$ cat src/rtl/br_puf_ctrl.sv
// br_puf_ctrl: evaluation controller for a 64-bit bistable-ring PUF.
// Applies an accepted challenge and pulses the ring reset NUM_EVALS times.
// It samples the synchronised ring output after each settle window.
// It returns the majority vote together with the raw ones-count.
//
// state  | meaning
// -------+------------------------------------------------------------
// IDLE   | waiting for a challenge, CHAL_READY high
// RST    | BR_RESET high, timer counts down RESET_CYCLES
// SETTLE | BR_RESET low, timer counts down SETTLE_CYCLES
// SAMPLE | one cycle: accumulate sync_q into ones, advance eval count
// DONE   | response presented until RESP_READY
module br_puf_ctrl #(
  parameter int RESET_CYCLES  = 4,
  parameter int SETTLE_CYCLES = 16,
  parameter int NUM_EVALS     = 5,
  parameter int CW            = $clog2(NUM_EVALS + 1)
) (
  input  logic          CLK,
  input  logic          RESET_N,
  input  logic          CHAL_VALID,
  output logic          CHAL_READY,
  input  logic [63:0]   CHAL,
  output logic [63:0]   BR_C,
  output logic          BR_RESET,
  input  logic          BR_OUT,
  output logic          RESP_VALID,
  input  logic          RESP_READY,
  output logic          RESP,
  output logic [CW-1:0] RESP_ONES,
  output logic          BUSY
);

  localparam int TMAX = (RESET_CYCLES > SETTLE_CYCLES) ? RESET_CYCLES : SETTLE_CYCLES;
  localparam int TW   = $clog2(TMAX + 1);

  localparam logic [TW-1:0] RST_LOAD    = TW'(RESET_CYCLES - 1);
  localparam logic [TW-1:0] SETTLE_LOAD = TW'(SETTLE_CYCLES - 1);
  localparam logic [7:0]    LAST_EVAL   = 8'(NUM_EVALS - 1);
  localparam logic [CW-1:0] HALF        = CW'(NUM_EVALS / 2);

  typedef enum logic [2:0] {
    IDLE   = 3'd0,
    RST    = 3'd1,
    SETTLE = 3'd2,
    SAMPLE = 3'd3,
    DONE   = 3'd4
  } state_t;

  state_t        state_q, state_d;
  logic [63:0]   br_c_q, br_c_d;
  logic          br_reset_q, br_reset_d;
  logic [TW-1:0] timer_q, timer_d;
  logic [7:0]    eval_q, eval_d;
  logic [CW-1:0] ones_q, ones_d;
  logic          resp_valid_q, resp_valid_d;
  logic          resp_q, resp_d;
  logic [CW-1:0] resp_ones_q, resp_ones_d;
  logic          meta_q, sync_q;
  logic [CW-1:0] ones_inc;

  // Two-flop synchroniser; the ring output is only ever used through sync_q.
  always_ff @(posedge CLK or negedge RESET_N) begin
    if (!RESET_N) begin
      meta_q <= 1'b0;
      sync_q <= 1'b0;
    end else begin
      meta_q <= BR_OUT;
      sync_q <= meta_q;
    end
  end

  // Next-state and registered-output computation for the evaluation sequence.
  always_comb begin
    state_d      = state_q;
    br_c_d       = br_c_q;
    br_reset_d   = br_reset_q;
    timer_d      = timer_q;
    eval_d       = eval_q;
    ones_d       = ones_q;
    resp_valid_d = resp_valid_q;
    resp_d       = resp_q;
    resp_ones_d  = resp_ones_q;
    ones_inc     = ones_q + CW'(sync_q);

    case (state_q)
      IDLE: begin
        if (CHAL_VALID) begin
          br_c_d     = CHAL;
          ones_d     = '0;
          eval_d     = '0;
          timer_d    = RST_LOAD;
          br_reset_d = 1'b1;
          state_d    = RST;
        end
      end
      RST: begin
        if (timer_q == '0) begin
          br_reset_d = 1'b0;
          timer_d    = SETTLE_LOAD;
          state_d    = SETTLE;
        end else begin
          timer_d = timer_q - TW'(1);
        end
      end
      SETTLE: begin
        if (timer_q == '0) begin
          state_d = SAMPLE;
        end else begin
          timer_d = timer_q - TW'(1);
        end
      end
      SAMPLE: begin
        ones_d = ones_inc;
        eval_d = eval_q + 8'd1;
        if (eval_q == LAST_EVAL) begin
          resp_valid_d = 1'b1;
          resp_d       = (ones_inc > HALF);
          resp_ones_d  = ones_inc;
          state_d      = DONE;
        end else begin
          br_reset_d = 1'b1;
          timer_d    = RST_LOAD;
          state_d    = RST;
        end
      end
      DONE: begin
        if (RESP_READY) begin
          resp_valid_d = 1'b0;
          state_d      = IDLE;
        end
      end
      default: begin
        br_reset_d   = 1'b0;
        resp_valid_d = 1'b0;
        state_d      = IDLE;
      end
    endcase
  end

  // State and output registers; reset discards any partial evaluation.
  always_ff @(posedge CLK or negedge RESET_N) begin
    if (!RESET_N) begin
      state_q      <= IDLE;
      br_c_q       <= '0;
      br_reset_q   <= 1'b0;
      timer_q      <= '0;
      eval_q       <= '0;
      ones_q       <= '0;
      resp_valid_q <= 1'b0;
      resp_q       <= 1'b0;
      resp_ones_q  <= '0;
    end else begin
      state_q      <= state_d;
      br_c_q       <= br_c_d;
      br_reset_q   <= br_reset_d;
      timer_q      <= timer_d;
      eval_q       <= eval_d;
      ones_q       <= ones_d;
      resp_valid_q <= resp_valid_d;
      resp_q       <= resp_d;
      resp_ones_q  <= resp_ones_d;
    end
  end

  assign CHAL_READY = (state_q == IDLE);
  assign BUSY       = (state_q != IDLE);
  assign BR_C       = br_c_q;
  assign BR_RESET   = br_reset_q;
  assign RESP_VALID = resp_valid_q;
  assign RESP       = resp_q;
  assign RESP_ONES  = resp_ones_q;

endmodule

$ cat config.mk
export PLATFORM = sky130hd
export DESIGN_NAME = br_puf_ctrl
export DESIGN_NICKNAME = d
export VERILOG_FILES = /design/src/rtl/br_puf_ctrl.sv
export SDC_FILE = /design/constraint.sdc
export NUM_CORES = 1
export LEC_CHECK = 0
export ABC_CLOCK_PERIOD_IN_PS = 4650
export CORE_MARGIN = 2
export CORE_UTILIZATION = 48
export CTS_CLUSTER_SIZE = 10
export DETAILED_ROUTE_END_ITERATION = 6
export MAX_ROUTING_LAYER = met4
export PLACE_DENSITY = 0.85
export SLEW_MARGIN = 20
export SYNTH_ARGS = -nofsm -noshare
export SYNTH_HDL_FRONTEND = slang
export SYNTH_SLANG_ARGS = --single-unit
$ cat constraint.sdc
create_clock -name CLK -period 4.65 [get_ports CLK]
set_input_delay 0.93 -clock CLK [delete_from_list [all_inputs] [get_ports CLK]]
set_output_delay 0.93 -clock CLK [all_outputs]
set_load 0.02 [all_outputs]
==> impl_metrics.yaml <==
status:
  outcome: "finished, final reports clean"
power_and_ir_drop:
  total_power_mw: 3.55
  power_density_nw_per_um2: 645
  vdd_drop_max_v: 0.000325
  p_leak_nw: 2.65
critical_path:
  reg2reg_depth: 3
  rrSetupSlack_ns: 2.40
  start_kind: "flip-flop"
  critical_path_class: "flip-flop to output port"
  rr_endpoint: "ones_q[0]"
  r2r-start: "state_q[0]"
  critical_path.max_stage_delay_ns: 0.61
  path_cells: "or3_4 -> inv_2 -> clkdlybuf4s50_1"
  cp_slowest_cell: "clkdlybuf4s50_1"
  cp.arrival_ns: 2.12
  critPathMaxFanout: 16
  cp.required_ns: 3.72
  critPathCaptureType: "output port"
drt:
  drc: 0
  drt_iter0_markers: 148
  wl_per_cell_um: 14.0
  viasPerCell: 4.97
  dr.pass1.iters: 4
  num_vias: 3243
  drt_wl_total_um: 9120
  ant_nets: 0
yosys:
  synth_edf_count: 0
  synth_seq_cells: 91
  syn_inst: 414
  synth_flop_cell: "dfrtp_1"
  syn_area_um2: 3850
  yosysWarnings: 0
  ys_seq_area_frac: 0.591
  syn_avg_cell_area_um2: 9.31
  synth.area.top_cells: "dfrtp_1 (59%), nand2_1 (20%), o21ai_0 (1.8%)"
  yosysTopAreaCell: "dfrtp_1"
  synth_top_area_frac: 0.591
  syn_nets: 488
  ys_types: 45
  async_reset_ff_frac: 1.00
sta:
  hold_violations: 0
  finalSetupTns_ns: 0
  setup_viol: 0
  finalMaxSlewViolations: 0
  max_slew.worst_pin.slew_ns: 0.798
  finClkSkew_ns: 0.00569
  rsz0062_at_grt: "no"
  period_needed_ns: 3.05
  slew_headroom: 0.468
  clock.fmax_mhz: 328
  min_period_over_period: 0.656
global_route:
  grt_pass1_vias: 3237
  grt_max_degree: 92
  grt_pass1_wl_um: 14900
  met3_usage: 0.0419
  grt_use_total: 0.221
  top_usage_layer: "met2"
  grt_use_met1: 0.273
  overflow: 0
  grt_use_met2: 0.376
  antenna_found_initial: 0
cells_and_area:
  stdcell_area_um2: 5500
  final_cells: 653
  final_nets: 620
  final_common_cell: "nand2_1"
  post-route-util: 0.708
  drive_above_1_share: 0.0544
  area_growth_pct: 42.7
  layout_common_cells: "nand2_1 (207), clkdlybuf4s50_1 (139), dfrtp_1 (91), o21ai_0 (14), clkbuf_8 (10)"
  antenna_cells: 0
clock_network:
  cts_buffers: 9
  ctsHoldBuffers: 0
  cts_buffer_depth: 2
  cts_sinks: 91
  path_clk_slew_ns: 0.09
  cts_root_buf: "clkbuf_8"
  htreeDepth: 3
  post_cts_buffers: 0
  cts_tree: "built"
  insertion_delay_ns: 0.34
  cts_resized: 0
placement:
  port-buffer-count: 140
  dp.cells: 637
  placed_area_um2: 5270
  gp_congestion: 0.801
  dp_hpwl_um: 6310
die:
  rows: 32
  die_area_um2: 8760
  initial_core_util: 0.496
  core_um2: 7770
  die_y_um: 93.6
  dieWidth_um: 93.6
  num_io_pins: 141
hold_path:
  worst_hold_path_type: "flip-flop to flip-flop"
  whs_endpoint: "sync_q"
  holdPathStages: 0
  hp-start: "meta_q"
flow_run:
  cap_violations: 0
==> critical path: cells and delay by family, from the launching register on <==
family / cells / cell delay (ns)
buf+inv: 2 / 0.70
flops: 1 / 0.60
simple gates: 1 / 0.48
==> power breakdown <==
part / leakage (nW) / switching [mW] / internal (mW) / total [mW]
sequential: 1.15 / 0.222 / 1.11 / 1.33
clock: 0.117 / 0.271 / 0.319 / 0.589
combinational: 1.39 / 0.874 / 0.750 / 1.62
==> Yosys cell counts (4+ instances only) <==
library cell	number
inv_1	5
o21ai_0	14
ha_1	5
o31ai_1	5
nor3_1	4
buf_2	9
clkbuf_1	6
nor2_1	8
nand2_1	207
buf_6	5
dfrtp_1	91
a21oi_1	6
nand3_1	7
==> how the worst max path moves through the flow <==
stage | start | endpoint | slack, ns
final | state_q[0] | CHAL_READY | 1.60
after CTS | state_q[0] | CHAL_READY | 1.59
after floorplan | state_q[0] | CHAL_READY | 2.69
after detailed placement | CHAL_VALID | ones_q[0] | 1.58
after global placement | CHAL_VALID | ones_q[0] | 1.68
after global routing | state_q[0] | CHAL_READY | 1.52
==> layer usage <==
metal	up-vias	routed length (um)
met3	5	554
met4	0	57
met2	95	4700
met5	-	0
li1	1596	-
met1	1547	3800
==> cells by family (layout without fill, tap and decap cells) <==
group,after synthesis,count (layout),synth area share
AND/OR/NAND/NOR,247,247,0.274
flip-flops,91,91,0.591
AO/OA/AOI/OAI,38,38,0.0627
buffers and inverters,26,163,0.0380
adder cells (fa/ha/maj),5,5,0.0162
multiplexers,4,4,0.0114
XOR/XNOR,3,3,0.00682
==> final cells by class <==
class	instances	area (um2)
multi-input cells	297	1430
fillers	602	2270
well taps	102	128
flip-flops and latches	91	2280
clock inverters	6	87.6
inverters	6	22.5
repair buffers	141	1410
clock buffers	10	138
==> state kept, by name, summed over array words and instances, names as in the netlist <==
register / cells
timer_q: 5
state_q: 3
ones_q: 3
BR_RESET: 1
meta_q: 1
RESP_ONES: 3
sync_q: 1
RESP_VALID: 1
BR_C: 64
RESP: 1
eval_q: 8
==> metrics by stage <==
stage	setup WS, ns	hold slack, ns
2_1_floorplan	2.69	0.331
3_3_place_gp	1.68	0.334
3_5_place_dp	1.58	0.335
4_1_cts	1.59	0.354
5_1_grt	1.52	0.374
6_report	1.60	0.353
No activity file was read; power rests on OpenSTA's default activity.
